$ cat src/rtl/multi_cycle_processor_if.sv
// multi_cycle_processor_if: shared instruction/data memory port with req/ready handshake
interface multi_cycle_processor_if #(parameter int ADDR_W = 32);
  logic req;
  logic we;
  logic ready;
  logic [ADDR_W-1:0] addr;
  logic [31:0] wdata;
  logic [31:0] rdata;
  modport master(output req, we, addr, wdata, input rdata, ready);
  modport slave(input req, we, addr, wdata, output rdata, ready);
endinterface

$ cat src/rtl/multi_cycle_processor.sv
// multi_cycle_processor: multicycle RV32 subset core on one shared memory port; halts on illegal or misaligned ops
module multi_cycle_processor #(
  parameter logic [31:0] RESET_PC = 32'h0000_0000,
  parameter int ADDR_W = 32,
  parameter bit BNE_EN = 1'b0
) (
  input  logic clk,
  input  logic rst,
  multi_cycle_processor_if.master mem,
  output logic instr_retired,
  output logic halted
);
  localparam logic [6:0] OP_LW = 7'b0000011, OP_SW = 7'b0100011, OP_R = 7'b0110011,
                         OP_I = 7'b0010011, OP_BR = 7'b1100011, OP_JAL = 7'b1101111;
  typedef enum logic [3:0] {
    FETCH, DECODE, MEMADR, MEMREAD, MEMWB, MEMWRITE, EXEC_R, EXEC_I, ALUWB, BRANCH, JAL, HALT
  } state_t;
  state_t state, next;
  logic [31:0] pc, old_pc, ir, a, b, alu_out, mdr;
  logic [31:0] rf [32];
  logic [31:0] imm, src_b, alu_res, sum_adr, tgt, addr_full;
  logic [6:0] op;
  logic [2:0] f3;
  logic [4:0] rs1, rs2, rd;
  logic done, taken, legal_alu, sub;
  assign op = ir[6:0];
  assign f3 = ir[14:12];
  assign rd = ir[11:7];
  assign rs1 = ir[19:15];
  assign rs2 = ir[24:20];
  assign done = mem.req & mem.ready;
  assign legal_alu = f3 == 3'b000 || f3 == 3'b111 || f3 == 3'b110 || f3 == 3'b010;
  always_comb begin
    imm = op == OP_SW ? {{20{ir[31]}}, ir[31:25], ir[11:7]} :
          op == OP_BR ? {{19{ir[31]}}, ir[31], ir[7], ir[30:25], ir[11:8], 1'b0} :
          op == OP_JAL ? {{11{ir[31]}}, ir[31], ir[19:12], ir[20], ir[30:21], 1'b0} :
          {{20{ir[31]}}, ir[31:20]};
    src_b = state == EXEC_R ? b : imm;
    sub = state == EXEC_R && ir[30] && f3 == 3'b000;
    alu_res = f3 == 3'b111 ? a & src_b :
              f3 == 3'b110 ? a | src_b :
              f3 == 3'b010 ? {31'b0, $signed(a) < $signed(src_b)} :
              sub ? a - src_b : a + src_b;
    sum_adr = a + imm;
    tgt = old_pc + imm;
    taken = f3[0] ? a != b : a == b;
    addr_full = state == FETCH ? pc : alu_out;
  end
  always_comb begin
    next = state;
    case (state)
      FETCH:    next = done ? DECODE : FETCH;
      DECODE:   next = (op == OP_LW || op == OP_SW) && f3 == 3'b010 ? MEMADR :
                       op == OP_R && legal_alu ? EXEC_R :
                       op == OP_I && legal_alu ? EXEC_I :
                       op == OP_BR && (f3 == 3'b000 || (BNE_EN && f3 == 3'b001)) ? BRANCH :
                       op == OP_JAL ? JAL : HALT;
      MEMADR:   next = sum_adr[1:0] != 2'b00 ? HALT : op == OP_LW ? MEMREAD : MEMWRITE;
      MEMREAD:  next = done ? MEMWB : MEMREAD;
      MEMWB:    next = FETCH;
      MEMWRITE: next = done ? FETCH : MEMWRITE;
      EXEC_R:   next = ALUWB;
      EXEC_I:   next = ALUWB;
      ALUWB:    next = FETCH;
      BRANCH:   next = taken && tgt[1:0] != 2'b00 ? HALT : FETCH;
      JAL:      next = tgt[1:0] != 2'b00 ? HALT : ALUWB;
      default:  next = HALT;
    endcase
  end
  always_ff @(posedge clk) begin
    if (!rst) begin
      state <= FETCH;
      pc <= RESET_PC;
      old_pc <= '0;
      ir <= '0;
      a <= '0;
      b <= '0;
      alu_out <= '0;
      mdr <= '0;
      for (int i = 0; i < 32; i++) rf[i] <= '0;
    end else begin
      state <= next;
      if (state == FETCH && done) begin
        ir <= mem.rdata;
        old_pc <= pc;
        pc <= pc + 32'd4;
      end
      if (state == DECODE) begin
        a <= rf[rs1];
        b <= rf[rs2];
      end
      if (state == MEMADR) alu_out <= sum_adr;
      if (state == MEMREAD && done) mdr <= mem.rdata;
      if (state == EXEC_R || state == EXEC_I) alu_out <= alu_res;
      if (state == JAL) alu_out <= old_pc + 32'd4;
      if ((state == JAL || (state == BRANCH && taken)) && tgt[1:0] == 2'b00) pc <= tgt;
      if ((state == ALUWB || state == MEMWB) && rd != 5'd0) rf[rd] <= state == ALUWB ? alu_out : mdr;
    end
  end
  assign mem.req = rst && (state == FETCH || state == MEMREAD || state == MEMWRITE);
  assign mem.we = rst && state == MEMWRITE;
  assign mem.addr = rst ? addr_full[ADDR_W-1:0] : '0;
  assign mem.wdata = rst ? b : '0;
  assign halted = rst && state == HALT;
  assign instr_retired = rst && (state == MEMWB || state == ALUWB || (state == MEMWRITE && done) ||
                                 (state == BRANCH && !(taken && tgt[1:0] != 2'b00)));
endmodule

$ cat src/flat_wrapper.sv
// flat-port wrapper written by rule: the top's interface ports become plain ports
module multi_cycle_processor_flat 
#(
  parameter logic [31:0] RESET_PC = 32'h0000_0000,
  parameter int ADDR_W = 32,
  parameter bit BNE_EN = 1'b0
)
  (clk, rst, instr_retired, halted, mem_req, mem_we, mem_addr, mem_wdata, mem_rdata, mem_ready);
  multi_cycle_processor_if #(.ADDR_W(ADDR_W)) mem_i ();
  input  logic clk;
  input  logic rst;
  output logic instr_retired;
  output logic halted;
  output wire logic [$bits(mem_i.req)-1:0] mem_req;
  output wire logic [$bits(mem_i.we)-1:0] mem_we;
  output wire logic [$bits(mem_i.addr)-1:0] mem_addr;
  output wire logic [$bits(mem_i.wdata)-1:0] mem_wdata;
  input wire logic [$bits(mem_i.rdata)-1:0] mem_rdata;
  input wire logic [$bits(mem_i.ready)-1:0] mem_ready;
  assign mem_req = mem_i.req;
  assign mem_we = mem_i.we;
  assign mem_addr = mem_i.addr;
  assign mem_wdata = mem_i.wdata;
  assign mem_i.rdata = mem_rdata;
  assign mem_i.ready = mem_ready;
  multi_cycle_processor #(.RESET_PC(RESET_PC), .ADDR_W(ADDR_W), .BNE_EN(BNE_EN)) u_core (.clk(clk), .rst(rst), .mem(mem_i), .instr_retired(instr_retired), .halted(halted));
endmodule
$ cat config.mk
export PLATFORM = sky130hd
export DESIGN_NAME = multi_cycle_processor_flat
export DESIGN_NICKNAME = d
export VERILOG_FILES = /design/src/rtl/multi_cycle_processor_if.sv /design/src/rtl/multi_cycle_processor.sv /design/src/flat_wrapper.sv
export SDC_FILE = /design/constraint.sdc
export NUM_CORES = 2
export LEC_CHECK = 0
export CAP_MARGIN = 0
export CORE_MARGIN = 5
export CORE_UTILIZATION = 30
export DETAILED_ROUTE_END_ITERATION = 10
export PLACE_DENSITY_LB_ADDON = 0.1
export SKIP_LAST_GASP = 1
export SYNTH_ARGS = -nofsm -noshare
export SYNTH_HDL_FRONTEND = slang
export SYNTH_SLANG_ARGS = --single-unit
$ cat constraint.sdc
create_clock -name clk -period 13 [get_ports clk]
set_input_delay 2.6 -clock clk [delete_from_list [all_inputs] [get_ports clk]]
set_output_delay 2.6 -clock clk [all_outputs]
set_load 0.005 [all_outputs]
After elaboration in Yosys (flattened, before gate mapping). Memory sizes are Yosys's and may differ from the RTL's. A register that Yosys moved wholly into a read port is not among the register bits. Cells that the tools add are included. Widths: inputs -> output; s select.

Register bits: 164. Bits in latches: 0. Bits in writable memories: 1024. Memory bits (read-only): 0. Input port bits: 35. Output and inout port bits: 68. Memories: 1.

Add/subtract/negate cells: 6. Multiply operators: 0. Div/mod/pow operators: 0. $lt $le $gt $ge: 1. Equal/unequal tests: 22. Shift operators: 0. Mux-type cells: 38. Bitwise operators: 3. Reductions and logical operators: 43.

Memories: u_core.rf (words 32, bits a word 32, rd ports 2, clocked after Yosys merged registers in 2, write ports 32, RTL line multi_cycle_processor.sv:20) `logic [31:0] rf [32];`.

Operator list (count): $mux 32 (15); $add 32x32->32 (3); $add 32x3->32 const B (2); $mux 20 (3); $pmux 4 s9 (1); $and 32x32->32 (1); $eq 32x32->1 (1); $lt 32x32->1 (1); $ne 32x32->1 (1); $or 32x32->32 (1); $reduce_or 32->1 (1); $sub 32x32->32 (1); $mux 4 (6); $logic_and 1x1->1 (18); $eq 4x3->1 const B (4); $eq 4x4->1 const B (4); $eq 7x6->1 const B (2); $eq 7x7->1 const B (2); $logic_or 1x1->1 (11); $mux 3 (3); $eq 4x2->1 const B (2); $mux 1 (8); $eq 7x2->1 const B (1); $eq 7x5->1 const B (1); other kinds (14) (20).

Longest topological paths before layout.
Depth after elaboration: 12. Mapped depth: 22. Mapped depth without buffers: 21.

Worst setup path before layout. OpenSTA, ideal clock, no wires.

Kind: input to output. Start: input port rst. End: output port mem_addr[29]. Arrival time: 4159 ps. Required time: 10400 ps. Setup slack: 6241 ps. Cell stages on the path: 4. Buffers on the path: 2. Path through: inv_2 > clkbuf_1 > clkbuf_1 > a21oi_1.

Word-level cells in the longest chain between the ends: 1.

RTL lines: start: declaration (RTL line flat_wrapper.sv:11) `input logic rst;`; $mux 32 (RTL line multi_cycle_processor.sv:102) `assign mem.addr = rst ? addr_full[ADDR_W-1:0] : '0;`; end: declaration (RTL line flat_wrapper.sv:16) `output wire logic [$bits(mem_i.addr)-1:0] mem_addr;`.

Every way passes these cells.

Worst setup path after layout.
Start: register u_core.ir[1]. End: output port instr_retired.

Word-level cells in the longest chain between the ends: 11.

RTL lines: start: declaration (RTL line multi_cycle_processor.sv:19) `logic [31:0] pc, old_pc, ir, a, b, alu_out, mdr;`; start signal: assignment (RTL line multi_cycle_processor.sv:84) `ir <= mem.rdata;`; $eq 7x7->1 (RTL line multi_cycle_processor.sv:36) `op == OP_JAL ? {{11{ir[31]}}, ir[31], ir[19:12], ir[20], ir[30:21], 1'b0} :`; $mux 20 (RTL line multi_cycle_processor.sv:36); $mux 20 (RTL line multi_cycle_processor.sv:35) `op == OP_BR ? {{19{ir[31]}}, ir[31], ir[7], ir[30:25], ir[11:8], 1'b0} :`; $mux 20 (*) (RTL line multi_cycle_processor.sv:34) `imm = op == OP_SW ? {{20{ir[31]}}, ir[31:25], ir[11:7]} :`; $add 32x32->32 (*) (RTL line multi_cycle_processor.sv:45) `tgt = old_pc + imm;`; $reduce_bool 2->1 (*) (RTL line multi_cycle_processor.sv:106) `(state == BRANCH && !(taken && tgt[1:0] != 2'b00)));`; $logic_and 1x1->1 (*) (RTL line multi_cycle_processor.sv:106); $logic_not 1->1 (*) (RTL line multi_cycle_processor.sv:106); $logic_and 1x1->1 (*) (RTL line multi_cycle_processor.sv:106); $logic_or 1x1->1 (*) (RTL line multi_cycle_processor.sv:105) `assign instr_retired = rst && (state == MEMWB || state == ALUWB || (state == MEMWRITE && done) ||`; $logic_and 1x1->1 (*) (RTL line multi_cycle_processor.sv:105); end: declaration (RTL line flat_wrapper.sv:12) `output logic instr_retired;`.

Mark *: on every way between the ends. The rest lies on a longest branch, timed or not.

==> results by group <==
STA
  • Clock skew: 0.0469 ns
  • Final period demand of the worst path: 7.28 ns
  • Slew @ Worst Pin: 1.22 ns
  • Setup violators final: 0
  • RSZ-0062 raised after global routing: no
  • Final hold vios: 0
  • Fin. max-slew vios: 0
  • Final period util: 0.560
  • F_max: 0.137 GHz
  • Slew Limit Headroom: 0.167
  • Setup total negative slack: 0 ns

Global routing
  • Largest net degree at the start of global routing: 149
  • Number of antenna violations at the first check in global routing: 17
  • Tot GR Track Use: 0.242
  • Vias in the first global route: 49400
  • Grt total ovfl: 0
  • First-pass GRT wire length: 413000 um

Drt
  • DRT met1 WL: 130000 um
  • Drt drc: 0
  • Vias: 50400
  • Pre-Repair DR Iteration Count: 5
  • ANT nets after route: 0
  • DR WL met2: 141000 um
  • WL/cell: 34.0 um
  • Top Layer Used: met5
  • Met3 WL post-DR: 19000 um
  • Iter 0 DRT Violations: 5865
  • Via density per instance: 5.71
  • Routed WL: 300000 um

Floorplanning
  • Chip width: 492 um
  • Rows: 177
  • Die area: 243000 um2
  • I/O pin count: 103
  • Initial core utilization: 0.301
  • Core area: 232000 um2
  • Die height: 492 um

Hold path
  • Hold path start: u_core.ir[0]$_SDFFE_PN0P_
  • Hold depth: 2
  • Hold path endpoint: u_core.ir[0]$_SDFFE_PN0P_
  • Hold WC Path Type: register to register

Place
  • GPL Wtd Cong: 0.910
  • DPL Wire Length: 188000 um
  • Port bufs: 102

Setup path
  • Reg2Reg Depth: 20
  • WS Path Type: register to primary output
  • Crit path launch type: register
  • Required time of the critical path: 10.40 ns
  • CP max FO: 13
  • Critical Path AT: 4.68 ns
  • RR Startpoint: u_core.ir[1]$_SDFFE_PN0P_
  • Reg-to-Reg End: u_core.alu_out[0]$_SDFFE_PN0P_
  • CP endpoint kind: primary output
  • Slack of the worst reg-to-reg path: 6.68 ns

Power
  • Maximum VDD drop: 0.0928 mV
  • Pwr/cell area: 173 nW/um2
  • Leak: 0.0252 uW

Synthesis
  • Sequential cell area fraction in the yosys report: 0.506
  • Top cell type's share of synthesized area: 0.440
  • Main synth FF type: edfxtp_1
  • Multiplexer share of the synthesized area: 0.222
  • Gate Count Post-Synth: 5728
  • Seq cells post-synth: 1252
  • Simple-gate share of the synthesized area: 0.115
  • Synth Area in Compound Gates: 0.0720
  • EDFF count, synth: 1024
  • Most frequent cell after synthesis: nor2_1
  • Synth cell types: 88
  • Synth area leaders: edfxtp_1 44%, mux4_2 21%, dfxtp_1 6.5%
  • Top cells by count, synth: 1204 x nor2_1, 1024 x edfxtp_1, 640 x mux4_2, 492 x nand2_1, 422 x clkbuf_1
  • Area of the mapped netlist: 69800 um2
  • Largest family of logic cells by synthesized area: multiplexers
  • Syn. warnings: 0
  • Async S/R FF share, synth: 0
  • Leading area contributor after synthesis: edfxtp_1
  • Adder-cell share of the synthesized area: 0.0307
  • Post-synthesis xor/xnor area fraction: 0.0206
  • Syn avg cell area: 12.2 um2

CTS
  • CTS hold repair buffers: 0
  • H-tree levels: 4
  • Clock transition at the registers of the reported paths: 0.06 ns
  • Clock Sink Count: 1252
  • Root buffer cell: clkbuf_16
  • CTS max path bufs: 3
  • Postcts setup bufs: 0
  • CTS tree: built
  • Skew-Pair Late Insertion Delay: 0.82 ns
  • Total CTS buffers: 151
  • Post-CTS sizing: 0

Cells and area
  • Post-layout util: 0.343
  • Area Overhead vs Synth: 13.9%
  • Fraction of layout cells with a size suffix above 1: 0.195
  • N_diodes: 0
  • Number of fill cells: 22700
  • Nets: 5863

Job
  • Max Cap Viol: 0

Outcome
  • Status: finished, final reports clean
## cells by family (layout without fill, tap and decap cells)
| kind of cell | Yosys count | in the layout |
|---|---|---|
| AND/OR/NAND/NOR | 1977 | 1977 |
| flip-flops | 1252 | 1252 |
| AO/OA/AOI/OAI | 792 | 792 |
| multiplexers | 748 | 748 |
| buffers and inverters | 625 | 643 |
| adder cells (fa/ha/maj) | 169 | 169 |
| XOR/XNOR | 164 | 164 |
| other | 1 | 32 |
## state kept, by name, indices dropped and copies added (netlist names)
name,cells
u_core.a,32
u_core.pc,32
u_core.b,32
u_core.mdr,32
u_core.state,4
u_core.alu_out,32
u_core.rf,1024
u_core.ir,32
u_core.old_pc,32
## area by class of cell
type / instances / area [um2] / share of cell area
Multi-Input combinational cell: 3882 / 33000 / 0.415
Clock inverter: 66 / 583 / 0.00733
Sequential cell: 1252 / 35400 / 0.445
Clock buffer: 205 / 4140 / 0.0520
Timing Repair Buffer: 244 / 2150 / 0.0270
Tap cell: 3043 / 3810 / 0.0479
Inverter: 128 / 488 / 0.00614
## worst max-delay path by stage
stage	startpoint	endpoint
after floorplan	rst	mem_addr[29]
after global placement	mem_ready	instr_retired
after detailed placement	mem_ready	instr_retired
after CTS	u_core.ir[1]$_SDFFE_PN0P_	instr_retired
after global routing	u_core.ir[1]$_SDFFE_PN0P_	instr_retired
final	u_core.ir[1]$_SDFFE_PN0P_	instr_retired
## stage by stage
| step | setup WS [ns] | area (um2) | cells | hold WS, ns | power [uW] |
|---|---|---|---|---|---|
| floorplan | 6.24 | 69900 | 5759 | 0.436 | 7730 |
| global placement | 5.80 | 74800 | 8549 | 0.455 | 9670 |
| detailed placement | 5.83 | 74800 | 8549 | 0.451 | 9650 |
| CTS | 5.69 | 79500 | 8820 | 0.458 | 13800 |
| global route | 5.41 | 79500 | 8820 | 0.472 | 14300 |
| finish | 5.72 | 79500 | 8820 | 0.464 | 13700 |
## report_power, final
part           internal [uW]  leakage (uW)  switching, uW  total [uW]
Combinational           1710        0.0104           2720        4430
Clock                   2340       0.00231           1810        4150
Sequential              4600        0.0124            559        5160
## critical path: stages, from the launching register on
cell and delay (ns):
dfxtp_1 0.33, nand2_1 0.09, nor3b_1 0.30, and4_1 0.68, nor2_1 0.08, a32o_1 0.26
ha_1 0.22, fa_1 0.49, nor2_1 0.27, o31ai_1 0.11, a211oi_1 0.45, clkdlybuf4s50_1 0.59
## per-layer routing
metal  vias up  global-route usage
li1      21300                   -
met1     26600               0.337
met2      2098               0.392
met3       411              0.0344
met4         4              0.0796
met5         -                   0
## layout by cell type, fill, tap and decap left out, types with 27 or more instances in the layout
| master | n |
|---|---|
| a211oi_1 | 105 |
| a21o_1 | 46 |
| a21oi_1 | 303 |
| a31oi_1 | 31 |
| and2_1 | 44 |
| buf_4 | 138 |
| clkbuf_1 | 43 |
| clkbuf_16 | 155 |
| clkdlybuf4s50_1 | 101 |
| clkinv_2 | 27 |
| conb_1 | 32 |
| dfxtp_1 | 217 |
| edfxtp_1 | 1024 |
| ha_1 | 165 |
| inv_1 | 118 |
| mux2i_1 | 76 |
| mux2i_4 | 32 |
| mux4_2 | 640 |
| nand2_1 | 430 |
| nand2_2 | 39 |
| nand3_1 | 52 |
| nand4_1 | 31 |
| nor2_1 | 1203 |
| nor3_1 | 43 |
| o21ai_0 | 80 |
| o21ai_1 | 32 |
| xnor2_1 | 115 |
| xor2_1 | 49 |
(Power assumes the default switching activity.)
